$ cat config.mk
export PLATFORM = sky130hd
export DESIGN_NAME = mmio_io_hub
export DESIGN_NICKNAME = d
export VERILOG_FILES = /design/src/rtl/mmio_io_hub.sv
export SDC_FILE = /design/constraint.sdc
export NUM_CORES = 1
export LEC_CHECK = 0
export CAP_MARGIN = 20
export CORE_MARGIN = 3
export CORE_UTILIZATION = 41
export DETAILED_ROUTE_END_ITERATION = 6
export PLACE_DENSITY = 0.75
export SLEW_MARGIN = 20
export SYNTH_ARGS = -nofsm -noshare
export SYNTH_HDL_FRONTEND = slang
export SYNTH_SLANG_ARGS = --single-unit
export TNS_END_PERCENT = 20
$ cat constraint.sdc
create_clock -name clock -period 2.22 [get_ports clock]
set_input_delay 0.222 -clock clock [delete_from_list [all_inputs] [get_ports clock]]
set_output_delay 0.222 -clock clock [all_outputs]
set_load 0.05 [all_outputs]
$ cat src/rtl/mmio_io_hub.sv
// Memory-mapped I/O hub: LED banks, debounced switch port and a 1-cycle request/response handshake.
// Optional switch-change interrupt flag at offset 0x74 is enabled by defining SW_EDGE_IRQ_EN.
module mmio_io_hub #(
    parameter int DATA_W      = 32,
    parameter int SW_W        = 16,
    parameter int LED_CH      = 2,
    parameter int LED_W       = 16,
    parameter logic [DATA_W-11:0] IO_BASE = 22'h3FFFFF,
    parameter int SYNC_STAGES = 2,
    parameter int DEB_CYCLES  = 16
) (
    input  logic                    clock,
    input  logic                    rst,
    input  logic                    req_valid,
    input  logic                    req_write,
    input  logic [DATA_W-1:0]       req_addr,
    input  logic [DATA_W-1:0]       req_wdata,
    output logic                    req_ready,
    output logic                    resp_valid,
    output logic [DATA_W-1:0]       resp_rdata,
    output logic                    resp_err,
    input  logic [SW_W-1:0]         switches,
    output logic [LED_CH*LED_W-1:0] ledout,
    output logic                    sw_irq
);

    localparam int CNT_W = (DEB_CYCLES > 1) ? $clog2(DEB_CYCLES) : 1;
    localparam logic [CNT_W-1:0] CNT_MAX = CNT_W'(DEB_CYCLES - 1);

    typedef enum logic {S_IDLE, S_RESP} state_t;

    state_t            r_state;
    state_t            w_state_next;
    logic [SW_W-1:0]   r_sync [SYNC_STAGES];
    logic [SW_W-1:0]   r_cand;
    logic [SW_W-1:0]   r_deb;
    logic [CNT_W-1:0]  r_cnt;
    logic [LED_W-1:0]  r_led [LED_CH];
    logic [DATA_W-1:0] r_rdata;
    logic              r_err;

    logic              w_accept;
    logic [7:0]        w_offset;
    logic              w_is_io;
    logic              w_aligned;
    logic              w_sw_hit;
    logic              w_irq_hit;
    logic [LED_CH-1:0] w_led_sel;
    logic              w_led_hit;
    logic              w_err;
    logic [DATA_W-1:0] w_rdata;
    logic [SW_W-1:0]   w_sync;
    logic              w_match;
    logic              w_sw_change;
    logic              w_unused;

    assign w_unused = ^{req_addr[9:8], req_wdata};

    // ---------------- switch synchroniser and debounce ----------------
    always_ff @(posedge clock or negedge rst) begin
        if (!rst) begin
            for (int i = 0; i < SYNC_STAGES; i++) r_sync[i] <= '0;
        end else begin
            r_sync[0] <= switches;
            for (int i = 1; i < SYNC_STAGES; i++) r_sync[i] <= r_sync[i-1];
        end
    end

    assign w_sync      = r_sync[SYNC_STAGES-1];
    assign w_match     = (w_sync == r_cand);
    assign w_sw_change = w_match && (r_cnt == CNT_MAX) && (r_cand != r_deb);

    always_ff @(posedge clock or negedge rst) begin
        if (!rst) begin
            r_cand <= '0;
            r_cnt  <= '0;
            r_deb  <= '0;
        end else if (!w_match) begin
            r_cand <= w_sync;
            r_cnt  <= '0;
        end else if (r_cnt == CNT_MAX) begin
            r_deb  <= r_cand;
        end else begin
            r_cnt  <= r_cnt + 1'b1;
        end
    end

    // ---------------- handshake FSM ----------------
    always_ff @(posedge clock or negedge rst) begin
        if (!rst) r_state <= S_IDLE;
        else      r_state <= w_state_next;
    end

    always_comb begin
        w_state_next = r_state;
        case (r_state)
            S_IDLE:  if (req_valid) w_state_next = S_RESP;
            S_RESP:  w_state_next = S_IDLE;
            default: w_state_next = S_IDLE;
        endcase
    end

    assign req_ready  = (r_state == S_IDLE);
    assign resp_valid = (r_state == S_RESP);
    assign w_accept   = req_valid && req_ready;

    // ---------------- address decode ----------------
    assign w_offset  = req_addr[7:0];
    assign w_is_io   = (req_addr[DATA_W-1:10] == IO_BASE);
    assign w_aligned = (req_addr[1:0] == 2'b00);
    assign w_sw_hit  = (w_offset == 8'h70);
`ifdef SW_EDGE_IRQ_EN
    assign w_irq_hit = (w_offset == 8'h74);
`else
    assign w_irq_hit = 1'b0;
`endif

    // Switch/irq offsets take priority over LED banks that would overlap them when LED_CH > 4.
    genvar gi;
    generate
        for (gi = 0; gi < LED_CH; gi++) begin : g_led_dec
            assign w_led_sel[gi] = (w_offset == 8'(8'h60 + 4*gi)) && !w_sw_hit && !w_irq_hit;
            assign ledout[gi*LED_W +: LED_W] = r_led[gi];
        end
    endgenerate

    assign w_led_hit = |w_led_sel;
    assign w_err = !w_is_io || !w_aligned || !(w_sw_hit || w_irq_hit || w_led_hit)
                 || (req_write && (w_sw_hit || w_irq_hit));

`ifdef SW_EDGE_IRQ_EN
    logic r_flag;
    logic w_irq_clear;

    assign w_irq_clear = w_accept && !req_write && !w_err && w_irq_hit;

    // A coincident switch change wins over the clearing load.
    always_ff @(posedge clock or negedge rst) begin
        if (!rst)             r_flag <= 1'b0;
        else if (w_sw_change) r_flag <= 1'b1;
        else if (w_irq_clear) r_flag <= 1'b0;
    end

    assign sw_irq = r_flag;
`else
    assign sw_irq = 1'b0;
`endif

    always_comb begin
        w_rdata = '0;
        if (!w_err && !req_write) begin
            if (w_sw_hit) w_rdata[SW_W-1:0] = r_deb;
`ifdef SW_EDGE_IRQ_EN
            if (w_irq_hit) w_rdata[0] = r_flag;
`endif
            for (int k = 0; k < LED_CH; k++) begin
                if (w_led_sel[k]) w_rdata[LED_W-1:0] = r_led[k];
            end
        end
    end

    // ---------------- response and LED registers ----------------
    always_ff @(posedge clock or negedge rst) begin
        if (!rst) begin
            r_rdata <= '0;
            r_err   <= 1'b0;
            for (int k = 0; k < LED_CH; k++) r_led[k] <= '0;
        end else if (w_accept) begin
            r_rdata <= w_rdata;
            r_err   <= w_err;
            for (int k = 0; k < LED_CH; k++) begin
                if (req_write && !w_err && w_led_sel[k]) r_led[k] <= req_wdata[LED_W-1:0];
            end
        end
    end

    assign resp_rdata = r_rdata;
    assign resp_err   = r_err;

endmodule

==> flow_summary.rst <==
.. list-table::
   :header-rows: 1

   * - Metric
     - Value
   * - Outcome
     - finished clean
   * - Peak Freq
     - 473.3 MHz
   * - Clock tree from TritonCTS
     - built
   * - Portion of the post-synthesis area used by sequential elements
     - 63.36%
   * - Growth of design area from synthesis to finish
     - 40.11%
   * - Pwr Density
     - 787.0 nW/um^2
   * - Cell at the root of the clock tree
     - clkbuf_16
   * - Most frequent cell after synthesis
     - dfrtp_1
   * - Share of Yosys cell area claimed by the top area cell type
     - a little under two thirds
   * - # rows
     - 38
   * - Number of enable flip-flop cells after synthesis
     - 0
   * - Initial core utilization
     - 42.44%
   * - Number of instances in the synthesized netlist
     - 337
   * - Fraction of final layout cells sized beyond drive strength 1
     - 21.54%
   * - Overall power
     - 5.139 mW
   * - CP max stage delay
     - 0.56 ns
   * - Library cell with the largest summed area after synthesis
     - dfrtp_1
   * - Starting DRT DRC Count
     - 122
   * - Period utilization
     - 95.17%
   * - Min Clock Period, post-route
     - 2.113 ns
   * - Critical path data required time
     - 2.50 ns
   * - Layout net count
     - roughly 540
   * - Crit path DAT
     - about 2.4 ns
   * - Total number of yosys warnings
     - 0
   * - GRT Overall Usage
     - between 15 and 20%
   * - Worst Tran Pin Value
     - ~0.55 ns
   * - Number of distinct standard cells referenced by the synthesized netlist
     - 35
   * - Setup repair after global routing missed its margin
     - no
   * - Endpoints failing hold
     - 0
   * - Area of the mapped netlist
     - 4661 sq um
   * - End-of-flow core utilization
     - 59.46%
   * - Maximum number of pins on one net before global-route repair
     - 66
   * - List of most frequent post-synthesis cells
     - dfrtp_1 (118), mux2_2 (38), clkbuf_1 (24)
   * - Post-synthesis register bit count
     - around 120
   * - Avg Synthesized Cell Area
     - 13.83 sq um
   * - Die width
     - 112.6 microns
   * - Final HPWL from detailed placement
     - 7.428 mm
   * - Kind of path behind the tightest hold check
     - in -> reg
   * - Max-slew violation count
     - 0
   * - Vertical die dimension
     - roughly 110 microns
   * - Critical path launch point type
     - input pin
   * - Final weighted congestion in routability-driven placement
     - 0.7556
   * - Clock Latency Late Sink
     - roughly 0.4 ns
   * - Dominant synthesized flop cell
     - dfrtp_1
   * - Element type at the critical path end
     - flip-flop
   * - Routed wire length
     - 10.28 mm
   * - Avg Vias per Cell
     - 4.961
   * - Standard cell core area
     - roughly 11000 sq um
   * - Number of buffers inserted during clock tree synthesis
     - 17
   * - Per-cell routed wire length
     - ~17 microns
   * - Highest ir drop seen on vdd
     - 419.3 uV
   * - Top cells by area in the synthesized netlist
     - dfrtp_1 (63%), mux2_2 (9.2%), mux2i_1 (3.7%)
   * - Post-CTS Setup Inserts
     - 0
   * - Maximum fanout along the worst path
     - 16
   * - 1st-pass router iterations
     - 4
   * - Remaining antenna violation count after routing
     - 0
   * - Proportion of register bits with asynchronous set or reset after synthesis
     - 100.0%
   * - Maximum root-to-sink buffer count
     - 2
   * - Setup CP Type
     - in -> reg
   * - Clock Skews
     - between 0.009 and 0.01 ns
   * - Number of placed I/O pins
     - 152
   * - Global-route congestion overflow total
     - 0
   * - First-pass GRT wire length
     - 16.75 mm
   * - Number of maximum-capacitance constraint violations
     - 0
   * - Number of antenna cells inserted
     - 0
   * - Via count of the first global-routing pass
     - 3222
   * - Number of antenna violations at the first check in global routing
     - 0
   * - Port bufs
     - 116
   * - Worst-path clk slew
     - approximately 0.060 ns
   * - Die area
     - between 10000 and 15000 sq um
   * - Headroom to the max-slew limit
     - 63.09%
   * - DR DRC count
     - 0
   * - Endpoints failing setup
     - 0
   * - CTS sink count
     - 118
   * - Master of the slowest instance on the critical path
     - or4b_1
   * - H-tree levels
     - 4
   * - Critical-path cell list
     - clkdlybuf4s50_1 -> nand4_1 -> nor4_2 -> nand3_1 -> or4b_1 -> buf_12 -> mux2_4
   * - Number of vias after detailed routing
     - 3021
   * - Leakage power of the design
     - 3.063 nW
## per-stage QoR
step                worst slack, ns  hold slack (ns)  cell area, sq um  instances  setup TNS [ns]
floorplan                  0.001785         -0.07359              4742        353               0
global placement            -0.2535           0.1528              5946        576          -3.875
detailed placement          -0.3539           0.1613              5946        576          -5.306
CTS                         0.05139           0.2348              6524        609               0
global route                0.03197           0.2315              6530        609               0
finish                       0.1072           0.2511              6530        609               0
## final cells by class
cell class                      instances  area (sq um)
Sequential cell                       118          2954
Fill cell                             859          4453
Inverter                                2         7.507
Clock inverter                         15         142.6
Timing Repair Buffer                  131          1299
Tap cell                              140         175.2
Clock buffer                           17         425.4
Multi-Input combinational cell        186          1526
## state kept, by name (all words and copies together) (netlist names), 4 cells and up
signal,count
w_sync,16
r_sync,16
resp_rdata,16
r_cnt,4
r_deb,16
r_cand,16
ledout,32
## final timing paths
kind	from	end	slack, ns	depth (start not counted)
min in group asynchronous	rst	r_sync[28]	0.27	2
hold / removal	switches[11]	r_sync[27]	0.25	1
setup / recovery	req_addr[25]	ledout[10]	0.11	7
setup reg to reg	resp_valid	ledout[10]	0.20	6
hold reg to reg	r_sync[20]	w_sync[4]	0.35	0
max in group asynchronous	rst	resp_valid	1.24	3
## metal layers
| metal | routed length, microns | part of all wire, % | GRT usage, % | vias to the layer above |
|---|---|---|---|---|
| met4 | 123 | 1.2 | 5.609 | 0 |
| met5 | 0 | 0 | 0 | - |
| met3 | 799 | 7.8 | 5.984 | 12 |
| met2 | 5195 | 51 | 28.04 | 115 |
| met1 | 4162 | 40 | 20.60 | 1505 |
| li1 | - | - | - | 1389 |
## power breakdown
group / internal (mW) / switching [mW]
Combinational: 0.150 / 0.184
Clock: 1.56 / 1.02
Sequential: 2.20 / 0.0260
## timing repair
action | 4_1_cts | 5_1_grt
hold buffers | 1 | 0
hold endpoints to repair | 26 | 0
resized for setup | 0 | 1
setup endpoints to repair | 0 | 16
## worst max-delay path: cells and delay by family
family | cells | cell delay [ns]
AND/OR/NAND/NOR | 4 | 1.17
buffers and inverters | 2 | 0.67
multiplexers | 1 | 0.31
## logic make-up (layout without fill, tap and decap cells)
kind of cell	Yosys count	after routing	synth area share (%)
mux	65	65	16.05
flops	118	118	63.36
buf+inv	49	165	5.584
compound gates	36	36	5.664
xor+xnor	17	17	3.195
fa+ha+maj	1	1	0.2684
other cells	1	17	0.08046
simple gates	50	50	5.799
## layout by cell type, fill, tap and decap left out, types with 4 or more instances in the layout
cell / count
mux2i_1: 17
nor4_1: 4
buf_4: 13
xor2_1: 16
clkdlybuf4s50_1: 115
clkinvlp_4: 4
clkbuf_16: 17
nand4_1: 6
mux2_2: 38
dfrtp_1: 117
conb_1: 17
inv_6: 6
o22ai_1: 16
nor2_1: 22
a22o_1: 16
mux2_4: 10
Note: power is estimated with default switching activity, not from simulation.
==> edit, RTL diff (config.mk and constraints unchanged) <==
The parameter `DEB_CYCLES` goes from 16 to 32.
--- a/src/rtl/mmio_io_hub.sv
+++ b/src/rtl/mmio_io_hub.sv
@@ -7,7 +7,7 @@
     parameter int LED_W       = 16,
     parameter logic [DATA_W-11:0] IO_BASE = 22'h3FFFFF,
     parameter int SYNC_STAGES = 2,
-    parameter int DEB_CYCLES  = 16
+    parameter int DEB_CYCLES  = 32
 ) (
     input  logic                    clock,
     input  logic                    rst,
Function: same outputs for any inputs over 10 cycles, from zero or initial values and one cycle with rst low; that may be too few to reach the edited logic, so the function may still have changed.
==> edit against the original RTL <==
Synthesized cell count up 1.5%. Sequential cell count increased by 1. Routed wire length is 5.5% lower. Final area grew 1.1%. Area after synthesis is 1.5% higher. Fmax increased by 4.1%. Highest routed layer unchanged. Power rose by 1.9%. Count of clock-buffer cells in the layout did not move. Critical path type is now reg2reg. Worst setup slack better by 0.083 ns.
==> edit: results (changes against the original RTL) <==
The flow ran to the end, and the final reports show no timing, DRC or antenna violations. The run gives -0.108 ns (+0.246 ns) as the worst slack at placement. The clock distribution power came out at 2.67 mW (+3%). For the routed wire length on met3, the log shows 613 microns (-23%). For the routed length on met1, the log shows 4.16 mm (-0.17%). The detailed-route vias per instance is 4.82 (-2.8%), and the non-clock buffer area fraction after layout is 0.197 (-0.00226). The top fanout value on the critical path came out at 10 (-6). The run gives 0.157 (-0.0115) as the global-route usage over all layers. The fraction of area in clock buffers and inverters works out to 0.0896 (+0.00261).

The wire length of the first global-routing pass is 15.8 mm (-5.4%). The number of instances in the synthesized netlist is 342 (+1.5%). The combinational gate power is 320 uW (-4%), and the register fraction of the total cell area is 0.451 (-0.00135).

The number of design-rule violations left by the first detailed-router iteration is 92 (-25%), and the worst setup skew after layout is 0.00920 ns (-0.000232 ns). Total instance count after detailed placement: 582 (+1.0%). The detailed placement HPWL was 7.10 mm (-4.4%). The power density normalized to cell area is 793 nW/um^2 (+0.72%). The routability congestion estimate from global placement is 0.751 (-0.57%), and the layout net count is 548 (+1.3%). The average wire per standard cell was 15.8 microns (-6.4%); the count of sequential standard cells was 119 (+0.85%). The highest-delay cell along the critical path was sky130_fd_sc_hd__dfrtp_2. Total met2 wirelength after detailed routing: 4.84 mm (-6.8%). The die outline area was 12900 sq um (+1.4%). Final worst hold slack: 0.256 ns (+0.00445 ns). The via count of the first global-routing pass came out at 3079 (-4.4%).

The multi-input combinational gate total was 189 (+1.6%). The worst hold path terminates at r_sync[29]$_DFF_PN0_. The inverter count of the layout excluding clock inverters came out at 4 (+2). After synthesis, the most frequently instantiated cells are sky130_fd_sc_hd__dfrtp_1 (119), sky130_fd_sc_hd__mux2_2 (36), sky130_fd_sc_hd__clkbuf_1 (21).

Startpoint of the tightest hold check path: switches[13]. The part of the Yosys area used for sequential elements was 0.629 (-0.00426). The critical path ends at ledout[25]$_DFFE_PN0P_. Tracing the worst setup path back leads to its startpoint at resp_valid$_DFF_PN0_. The post-route total power was 5.24 mW (+1.9%). The pin count of the biggest net entering global routing was 54 (-18%); the post-place instance area was 6000 sq um (+0.97%). The run gives 0.000402 V (-4.1%) as the maximum ir drop on the vdd rail.
## edit: cell count changes in the layout (fill, tap and decap cells not counted), moves of 3 or more
cell                         before  now
sky130_fd_sc_hd__o21ai_0          1   17
sky130_fd_sc_hd__clkinvlp_4       4    1
sky130_fd_sc_hd__nor2_1          22    8
sky130_fd_sc_hd__nand2_1          2   17
sky130_fd_sc_hd__nand3_1          3    0
sky130_fd_sc_hd__o22ai_1         16    0
## edit: logic make-up after synthesis
| group | count (synthesis) | share of synthesized area |
|---|---|---|
| fa+ha+maj | 2 | 0.00529 |
| mux | 66 | 0.160 |
| flops | 119 | 0.629 |
| other cells | 1 | 0.000792 |
| buf+inv | 50 | 0.0603 |
| compound gates | 35 | 0.0500 |
| xor+xnor | 19 | 0.0352 |
| simple gates | 50 | 0.0590 |
## edit: routing by layer
metal	vias up	GRT usage
met2	103	0.258
met5	-	0
met4	0	0.0601
met1	1456	0.200
met3	9	0.0440
li1	1398	-
